File: config.mk
export PLATFORM = sky130hd
export DESIGN_NAME = node_mac_stream
export DESIGN_NICKNAME = d
export VERILOG_FILES = /design/src/rtl/node_mac_pkg.sv /design/src/rtl/mac_lane_tree.sv /design/src/rtl/node_mac_stream.sv
export SDC_FILE = /design/constraint.sdc
export NUM_CORES = 2
export LEC_CHECK = 0
export CELL_PAD_IN_SITES_DETAIL_PLACEMENT = 0
export CELL_PAD_IN_SITES_GLOBAL_PLACEMENT = 1
export CORE_ASPECT_RATIO = 1.25
export CORE_UTILIZATION = 50
export CTS_BUF_LIST = sky130_fd_sc_hd__clkbuf_4
export DETAILED_ROUTE_END_ITERATION = 16
export PLACE_DENSITY_LB_ADDON = 0.1
export SYNTH_ARGS = -nofsm -noshare
export SYNTH_HDL_FRONTEND = slang
export SYNTH_HIERARCHICAL = 1
export SYNTH_SLANG_ARGS = --single-unit
export TNS_END_PERCENT = 1
File: constraint.sdc
create_clock -name clk -period 11.71 [get_ports clk]
set_input_delay 1.7565 -clock clk [delete_from_list [all_inputs] [get_ports clk]]
set_output_delay 1.7565 -clock clk [all_outputs]
set_load 0.01 [all_outputs]
File: src/rtl/node_mac_pkg.sv
// node_mac_pkg: shared types and helpers for node_mac_stream.
//   state_e    - neuron FSM states (IDLE, ACCUM, FINAL, OUT)
//   calc_acc_w - full-precision accumulator width for DW-bit operands, N_IN terms
//   calc_beats - number of input beats per neuron, ceil(N_IN/LANES)
//   saturate   - clamps a wide signed value into a DW-bit signed range and
//                reports whether clipping occurred
package node_mac_pkg;

    typedef enum logic [1:0] {
        IDLE,
        ACCUM,
        FINAL,
        OUT
    } state_e;

    // Working widths for saturate(): wide enough for any accumulator we build.
    localparam int SAT_W  = 128;
    localparam int SAT_VW = 64;

    typedef struct packed {
        logic [SAT_VW-1:0] val;
        logic              sat;
    } sat_res_t;

    function automatic int calc_acc_w(input int dw, input int n_in);
        return 2 * dw + $clog2(n_in) + 1;
    endfunction

    function automatic int calc_beats(input int n_in, input int lanes);
        return (n_in + lanes - 1) / lanes;
    endfunction

    function automatic sat_res_t saturate(input logic signed [SAT_W-1:0] r, input int dw);
        logic signed [SAT_W-1:0] max_v;
        logic signed [SAT_W-1:0] min_v;
        sat_res_t                res;
        max_v   = (SAT_W'(1) << (dw - 1)) - SAT_W'(1);
        min_v   = -max_v - 1;
        res.val = r[SAT_VW-1:0];
        res.sat = 1'b0;
        if (r > max_v) begin
            res.val = max_v[SAT_VW-1:0];
            res.sat = 1'b1;
        end else if (r < min_v) begin
            // Low DW bits of -2^(DW-1) are 100..0, the most negative code.
            res.val = min_v[SAT_VW-1:0];
            res.sat = 1'b1;
        end
        return res;
    endfunction

endpackage

File: src/rtl/mac_lane_tree.sv
// mac_lane_tree: one beat of the neuron dot product.
//   in_data   [LANES][DW]  signed activations
//   in_weight [LANES][DW]  signed weights, lane-aligned with in_data
//   lane_vld  [LANES]      lanes with 0 contribute nothing (tail of last beat)
//   beat_sum  [ACC_W]      sign-extended sum of the lane products (Q.2FRAC)
module mac_lane_tree #(
    parameter int DW    = 16,
    parameter int LANES = 4,
    parameter int ACC_W = 41
) (
    input  logic [LANES-1:0][DW-1:0] in_data,
    input  logic [LANES-1:0][DW-1:0] in_weight,
    input  logic [LANES-1:0]         lane_vld,
    output logic [ACC_W-1:0]         beat_sum
);

    logic signed [2*DW-1:0]  prod     [LANES];
    logic signed [ACC_W-1:0] prod_ext [LANES];

    for (genvar l = 0; l < LANES; l++) begin : g_lane
        assign prod[l]     = $signed(in_data[l]) * $signed(in_weight[l]);
        assign prod_ext[l] = lane_vld[l] ? {{(ACC_W-2*DW){prod[l][2*DW-1]}}, prod[l]}
                                         : '0;
    end

    always_comb begin
        beat_sum = '0;
        for (int l = 0; l < LANES; l++) begin
            beat_sum = beat_sum + prod_ext[l];
        end
    end

endmodule

File: src/rtl/node_mac_stream.sv
// node_mac_stream: streaming fixed-point neuron, out = sat(round(bias + sum(x*w))).
//   clk, rst           rising-edge clock, asynchronous active-high reset
//   in_valid/in_ready  input beat handshake (LANES operand pairs per beat)
//   in_data, in_weight [LANES][DW] signed operands, lane 0 = lowest index
//   bias               [DW] signed bias, sampled with the first beat
//   out_valid/out_ready result handshake
//   out_data           [DW] rounded, saturated result
//   out_sat            clipping occurred for this result
// Optional feature: define NODE_MAC_RELU_EN to clamp negative results to 0
// (out_sat then only reports positive clipping).
module node_mac_stream
    import node_mac_pkg::*;
#(
    parameter int DW    = 16,
    parameter int N_IN  = 200,
    parameter int LANES = 4,
    parameter int FRAC  = 8
) (
    input  logic                     clk,
    input  logic                     rst,
    input  logic                     in_valid,
    output logic                     in_ready,
    input  logic [LANES-1:0][DW-1:0] in_data,
    input  logic [LANES-1:0][DW-1:0] in_weight,
    input  logic [DW-1:0]            bias,
    output logic                     out_valid,
    input  logic                     out_ready,
    output logic [DW-1:0]            out_data,
    output logic                     out_sat
);

    localparam int BEATS = calc_beats(N_IN, LANES);
    localparam int ACC_W = calc_acc_w(DW, N_IN);
    localparam int CNT_W = (BEATS > 1) ? $clog2(BEATS) : 1;

    state_e             state_q, state_d;
    logic [ACC_W-1:0]   acc_q, acc_d;
    logic [DW-1:0]      bias_q, bias_d;
    logic [CNT_W-1:0]   beat_cnt_q, beat_cnt_d;
    logic               out_valid_q, out_valid_d;
    logic [DW-1:0]      out_data_q, out_data_d;
    logic               out_sat_q, out_sat_d;

    logic [LANES-1:0]   lane_vld;
    logic [ACC_W-1:0]   beat_sum;

    logic signed [SAT_W-1:0] acc_ext;
    logic signed [SAT_W-1:0] bias_ext;
    logic signed [SAT_W-1:0] t_full;
    logic signed [SAT_W-1:0] r_full;
    sat_res_t                sat_res;
    logic                    unused_sat_val;

    // Lanes past N_IN only exist on the final beat; mask them by global index.
    always_comb begin
        lane_vld = '0;
        for (int l = 0; l < LANES; l++) begin
            lane_vld[l] = ((32'(beat_cnt_q) * LANES + l) < N_IN);
        end
    end

    mac_lane_tree #(
        .DW    (DW),
        .LANES (LANES),
        .ACC_W (ACC_W)
    ) u_tree (
        .in_data   (in_data),
        .in_weight (in_weight),
        .lane_vld  (lane_vld),
        .beat_sum  (beat_sum)
    );

    // Bias aligned to Q.2FRAC, plus half an output LSB, then floor-shift:
    // rounds half-up toward +inf.
    always_comb begin
        acc_ext  = {{(SAT_W-ACC_W){acc_q[ACC_W-1]}}, acc_q};
        bias_ext = {{(SAT_W-DW){bias_q[DW-1]}}, bias_q};
        t_full   = acc_ext + (bias_ext <<< FRAC) + (SAT_W'(1) << (FRAC - 1));
        r_full   = t_full >>> FRAC;
        sat_res  = saturate(r_full, DW);
`ifdef NODE_MAC_RELU_EN
        if (r_full < 0) begin
            sat_res.val = '0;
            sat_res.sat = 1'b0;
        end
`endif
    end

    assign unused_sat_val = ^sat_res.val;

    always_comb begin
        state_d     = state_q;
        acc_d       = acc_q;
        bias_d      = bias_q;
        beat_cnt_d  = beat_cnt_q;
        out_valid_d = out_valid_q;
        out_data_d  = out_data_q;
        out_sat_d   = out_sat_q;
        in_ready    = 1'b0;

        unique case (state_q)
            IDLE: begin
                in_ready = 1'b1;
                if (in_valid) begin
                    acc_d      = beat_sum;
                    bias_d     = bias;
                    beat_cnt_d = CNT_W'(1);
                    state_d    = (BEATS == 1) ? FINAL : ACCUM;
                end
            end
            ACCUM: begin
                in_ready = 1'b1;
                if (in_valid) begin
                    acc_d      = acc_q + beat_sum;
                    beat_cnt_d = beat_cnt_q + CNT_W'(1);
                    if (beat_cnt_q == CNT_W'(BEATS - 1)) begin
                        state_d = FINAL;
                    end
                end
            end
            FINAL: begin
                out_data_d  = sat_res.val[DW-1:0];
                out_sat_d   = sat_res.sat;
                out_valid_d = 1'b1;
                beat_cnt_d  = '0;
                state_d     = OUT;
            end
            OUT: begin
                if (out_ready) begin
                    out_valid_d = 1'b0;
                    acc_d       = '0;
                    state_d     = IDLE;
                end
            end
            default: state_d = IDLE;
        endcase
    end

    always_ff @(posedge clk or posedge rst) begin
        if (rst) begin
            state_q     <= IDLE;
            acc_q       <= '0;
            bias_q      <= '0;
            beat_cnt_q  <= '0;
            out_valid_q <= 1'b0;
            out_data_q  <= '0;
            out_sat_q   <= 1'b0;
        end else begin
            state_q     <= state_d;
            acc_q       <= acc_d;
            bias_q      <= bias_d;
            beat_cnt_q  <= beat_cnt_d;
            out_valid_q <= out_valid_d;
            out_data_q  <= out_data_d;
            out_sat_q   <= out_sat_d;
        end
    end

    assign out_valid = out_valid_q;
    assign out_data  = out_data_q;
    assign out_sat   = out_sat_q;

endmodule
Word-level counts from Yosys, hierarchy flattened

Cells that the tools add are included.

Add/sub/neg operators: 10
Multipliers: 4
Order comparisons: 6
Equal/unequal tests: 8
Multiplexer cells: 21
Reductions and logical operators: 10

Operators by type and width:

| kind                    | number |
|---|---|
| $mux W41                | 7 |
| $add A41 B41 Y41        | 4 |
| $mul A16 B16 Y32        | 4 |
| $pmux W41 S3            | 1 |
| $add A42 B9 Y43 const B | 1 |
| $add A41 B24 Y42        | 1 |
| $gt A35 B16 Y1 const B  | 1 |
| $lt A35 B16 Y1 const B  | 1 |
| $mux W17                | 2 |
| $lt A9 B8 Y1 const B    | 3 |
| $add A8 B2 Y9 const B   | 2 |
| $pmux W6 S3             | 1 |
| $mux W6                 | 2 |
| $add A8 B1 Y9 const B   | 1 |
| $lt A8 B8 Y1 const B    | 1 |
| $mux W2                 | 4 |
| $ne A2 B2 Y1 const B    | 4 |
| $pmux W2 S4             | 1 |
| $reduce_and A4 Y1       | 2 |
| $add A6 B1 Y6 const B   | 1 |
| $eq A6 B6 Y1 const B    | 1 |
| $reduce_bool A3 Y1      | 2 |
| $eq A2 B2 Y1 const B    | 2 |
| $reduce_and A2 Y1       | 2 |
| 7 further kinds         | 8 |

Flip-flop bits (word level): 83
Word-level logic and storage cells: 66

Longest topological paths before layout

Depth in word-level cells: 9
Gate-level depth with buffers: 51
Mapped depth without buffers: 48

Hierarchy

Netlist, hierarchy kept.

By module, submodules not included:

| module          | times used | cells each | area each (um^2) | sequential area each (um^2) |
|---|---|---|---|---|
| mac_lane_tree   | 1          | 4832       | 43040.0          | 0.0 |
| node_mac_stream | 1          | 970        | 7982.7           | 2077.0 |

Least setup slack after synthesis

Ideal clock, no wire load.

Path kind: input -> register
Start point: in in_data[47] (netlist bit)
End point: reg acc_q[40]
Setup time: 129 ps
Arrival: 11585 ps
Data required time: 11581 ps
Path slack: -4 ps
Cell stages on the path: 46
Path buffers: 3
Cell sequence: clkbuf_1 > nand2_1 > inv_1 > fa_1 > fa_1 > fa_1 > fa_1 > fa_1 > inv_1 > fa_1 > inv_1 > ha_1 > clkbuf_1 > nand3_1 > or4_1 > a211o_1 > nand2_1 > o211ai_1 > (+10 left out) > and2_1 > nor2b_1 > o2111ai_1 > a31oi_1 > nor2_1 > ha_1 > clkbuf_1 > a21oi_1 > o21bai_1 > a21o_1 > a21oi_1 > o21a_1 > a21bo_2 > o21ai_0 > o211ai_1 > xor2_1 > mux2i_1 > o21ai_0

Cells in the longest elaborated chain, start to end: 7

RTL lines:

| element                       | RTL line               | text |
|---|---|---|
| start: declaration            | node_mac_stream.sv:23  | `input logic [LANES-1:0][DW-1:0] in_data,` |
| $mul A16 B16 Y32              | mac_lane_tree.sv:21    | `assign prod[l] = $signed(in_data[l]) * $signed(in_weight[l]);` |
| $mux W41                      | mac_lane_tree.sv:22    | `assign prod_ext[l] = lane_vld[l] ? {{(ACC_W-2*DW){prod[l][2*DW-1]}}, prod[l]}` |
| $add A41 B41 Y41 (2 in a row) | mac_lane_tree.sv:29    | `beat_sum = beat_sum + prod_ext[l];` |
| via beat_sum[31]              | node_mac_stream.sv:45  | `logic [ACC_W-1:0] beat_sum;` |
| $add A41 B41 Y41              | node_mac_stream.sv:114 | `acc_d = acc_q + beat_sum;` |
| $mux W41                      | node_mac_stream.sv:113 | `if (in_valid) begin` |
| $pmux W41 S3                  | node_mac_stream.sv:101 | `unique case (state_q)` |
| end signal: assignment        | node_mac_stream.sv:142 | `acc_q <= '0;` |
| end signal: assignment        | node_mac_stream.sv:150 | `acc_q <= acc_d;` |
| end: declaration              | node_mac_stream.sv:37  | `logic [ACC_W-1:0] acc_q, acc_d;` |

The timed path passes the listed nets, and every way through them passes these cells. The select of a mux whose other input is x is not followed.
A chain may end at the register's enable or synchronous reset.

Final worst setup path

Start point: in in_weight[33] (netlist bit)
End point: reg acc_q[40]

Cells in the longest elaborated chain, start to end: 7

RTL lines:

| element                       | RTL line               | text |
|---|---|---|
| start: declaration            | node_mac_stream.sv:24  | `input logic [LANES-1:0][DW-1:0] in_weight,` |
| $mul A16 B16 Y32              | mac_lane_tree.sv:21    |  |
| $mux W41                      | mac_lane_tree.sv:22    |  |
| $add A41 B41 Y41 (2 in a row) | mac_lane_tree.sv:29    |  |
| via beat_sum[32]              | node_mac_stream.sv:45  |  |
| $add A41 B41 Y41              | node_mac_stream.sv:114 |  |
| $mux W41                      | node_mac_stream.sv:113 |  |
| $pmux W41 S3                  | node_mac_stream.sv:101 |  |

The timed path passes the listed nets, and every way through them passes these cells. The select of a mux whose other input is x is not followed.

==> metrics.cfg <==
[outcome]
outcome = finished with violations
violations = DRC

[job]
max_cap_violations = 0

[global_routing]
grt_usage_pct = 27.61
antenna_found_initial = 2
met3_usage_pct = 1.992
busiest_layer = met2
grt_pass1_vias = 45276
grt_max_degree = 77
grt_overflow = 0
grt_pass1_wl_um = 229300
use_met1_pct = 34.97
use_met2_pct = 49.98

[synth]
netlist_instances = 5802
synth_edf_count = 0
syn_nets = 7506
synth_compound_area_share_pct = 10.16
yosys.area_share.adder_pct = 54.56
ys_seq_elements = 83
synth-xor-area-share_pct = 3.450
synth-async-reset-ratio_pct = 100.0
syn_avg_cell_area_um2 = 8.794
synth_top_area_share_pct = 43.75
syn_area_mm2 = 0.05102
synth_cell_types = 100
synthSimpleGateAreaFrac_pct = 16.34
synth_top_family_by_area = adder cells
synthFlopType = dfrtp_1
ys_warn_count = 6
synth-seq-area-share_pct = 4.071
yosys.area.top_type = fa_1
ys_top_cells_by_area = fa_1 44%, ha_1 11%, inv_1 9.4%, and2_1 5.8%, nand2_1 5.4%
synthMuxAreaShare_pct = 0.5150

[sta]
hold_violations = 0
fmax_mhz = 85.93
period_share_pct = 99.38
fin_ws_ns = 0.07209
grt_setup_unrepaired = true
tightest_slew_ns = 1.121
period_needed_ns = 11.64
setup_viol = 0
drv_slew = 0
relSlewSlack_pct = 24.75
skew_ns = 0.02358

[placed_design]
port_buffers = 166
placed_area_mm2 = 0.06065
hpwl_um = 121700
place_ws_ns = -1.122
place.gp.congestion = 0.9133

[final_layout]
fin_nets = 8450
syn2layout_area_growth_pct = 23.29
final_area_mm2 = 0.06291
final_cell_mix = 1,268 x inv_1, 1,093 x fa_1, 899 x buf_4
drive_gt1_share_pct = 19.29
register_area_mm2 = 0.002077
multi_input_comb_area_mm2 = 0.04491
final_common_cell = inv_1
nFillCells = 9070
postLayoutCoreUtil_pct = 62.38

[floorplan]
num_io_pins = 167
die_height_um = 359.2
core-area_mm2 = 0.1008
initial_core_util_pct = 50.59
die_area_mm2 = 0.1033
num_rows = 130
die-width_um = 287.7

[critical_path]
cpPeakStageDelay_ns = 0.56
cp.arrival_ns = 12.05
path_class = input pin to register
crit_start = in_weight[33]
crit_required_ns = 12.12
start_kind = input pin
worst_path_most_repeated_cell = fa_1
reg2reg_from = beat_cnt_q[2]
cp-end-kind = register
crit_fanout = 8
slowest_stage = fa_1

[routing]
routedWlPerCell_um = 17.21
vias = 41736
ant_nets = 0
detail_route.iter0.violations = 1879
drt_pass1_iterations = 11
routed_wirelength_um = 138900
drc = 23
viasPerCell = 5.170

[clock_tree]
cts_tree = yes
htree_levels = 3
hold_buffers = 0
path_clk_slew_ns = 0.18
cts_buffer_depth = 2
cts_buffers = 9
clock_tree.root_cell = clkbuf_4
insertion_delay_ns = 0.52
cts_sinks = 83

[hold_path]
hp-class = register to register
min_from = acc_q[6]

synthesized netlist by cell type, drive strengths merged (51+ instances only):
cell and n:
inv 1283, fa 1115, nand2 730, and2 477, ha 441, a21oi 210, clkbuf 184, nor2 165
o21ai 163, xnor2 150, a21o 92, dfrtp 83, nand2b 58, nand3 55, xor2 51
kinds of logic after synthesis:
kind of cell | count (synthesis)
compound gates | 773
flops | 83
buf+inv | 1477
simple gates | 1688
fa+ha+maj | 1556
mux | 24
xor+xnor | 201
critical path, delay by kind of cell:
kind / cells / cell delay, ns
AOI/OAI and AO/OA: 15 / 2.36
xor gates and xnor gates: 3 / 0.43
adders and majority gates: 11 / 4.74
buffers and inverters: 13 / 1.38
muxes: 1 / 0.20
and+or+nand+nor: 7 / 1.15
layout make-up:
class	instances	share of cell area, %
Timing Repair Buffer	1126	14.80
Tap cell	1320	2.625
Clock inverter	7	0.1094
Sequential cell	83	3.302
Inverter	1284	7.663
Clock buffer	9	0.1074
Antenna cell	1	0.003978
Multi-Input combinational cell	4242	71.39
state kept, by name, indices dropped and copies added, names as in the netlist:
signal,cells
beat_cnt_q,6
out_sat,1
bias_q,16
acc_q,41
out_valid,1
out_data,16
state_q,2
through the flow:
stage / instances / setup TNS, ns / hold slack (ns)
5_1_grt: 8072 / -2.860 / 0.5502
3_3_place_gp: 7994 / -14.70 / 0.4690
2_1_floorplan: 5802 / 0 / 0.4563
6_report: 8072 / 0 / 0.5171
4_1_cts: 8034 / -0.05184 / 0.5183
3_5_place_dp: 7994 / -15.64 / 0.4815
worst paths after layout:
path / end / slack, ns / depth (start not counted)
setup / recovery: acc_q[40] / 0.07 / 50
hold / removal: acc_q[6] / 0.52 / 2
setup reg to reg: acc_q[30] / 3.75 / 29
hold reg to reg: acc_q[6] / 0.52 / 2
max in group asynchronous: acc_q[31] / 8.96 / 3
min in group asynchronous: out_data[14] / 1.58 / 2
routing by layer:
layer	up-vias	share of wire, %
met4	2	3.2
met5	-	0.0086
li1	19759	-
met1	21023	41
met2	739	52
met3	213	3.4
what timing repair did:
action / 4_1_cts / 5_1_grt
gates cloned: 0 / 5
buffers inserted: 24 / 32
resized for setup: 189 / 230
endpoints found under the setup margin: 15 / 21
pin swaps: 99 / 171
hold endpoints to repair: 0 / 0
Power is not shown: default switching activity piles up to over one toggle a cycle in this logic, so the estimate is an artifact.
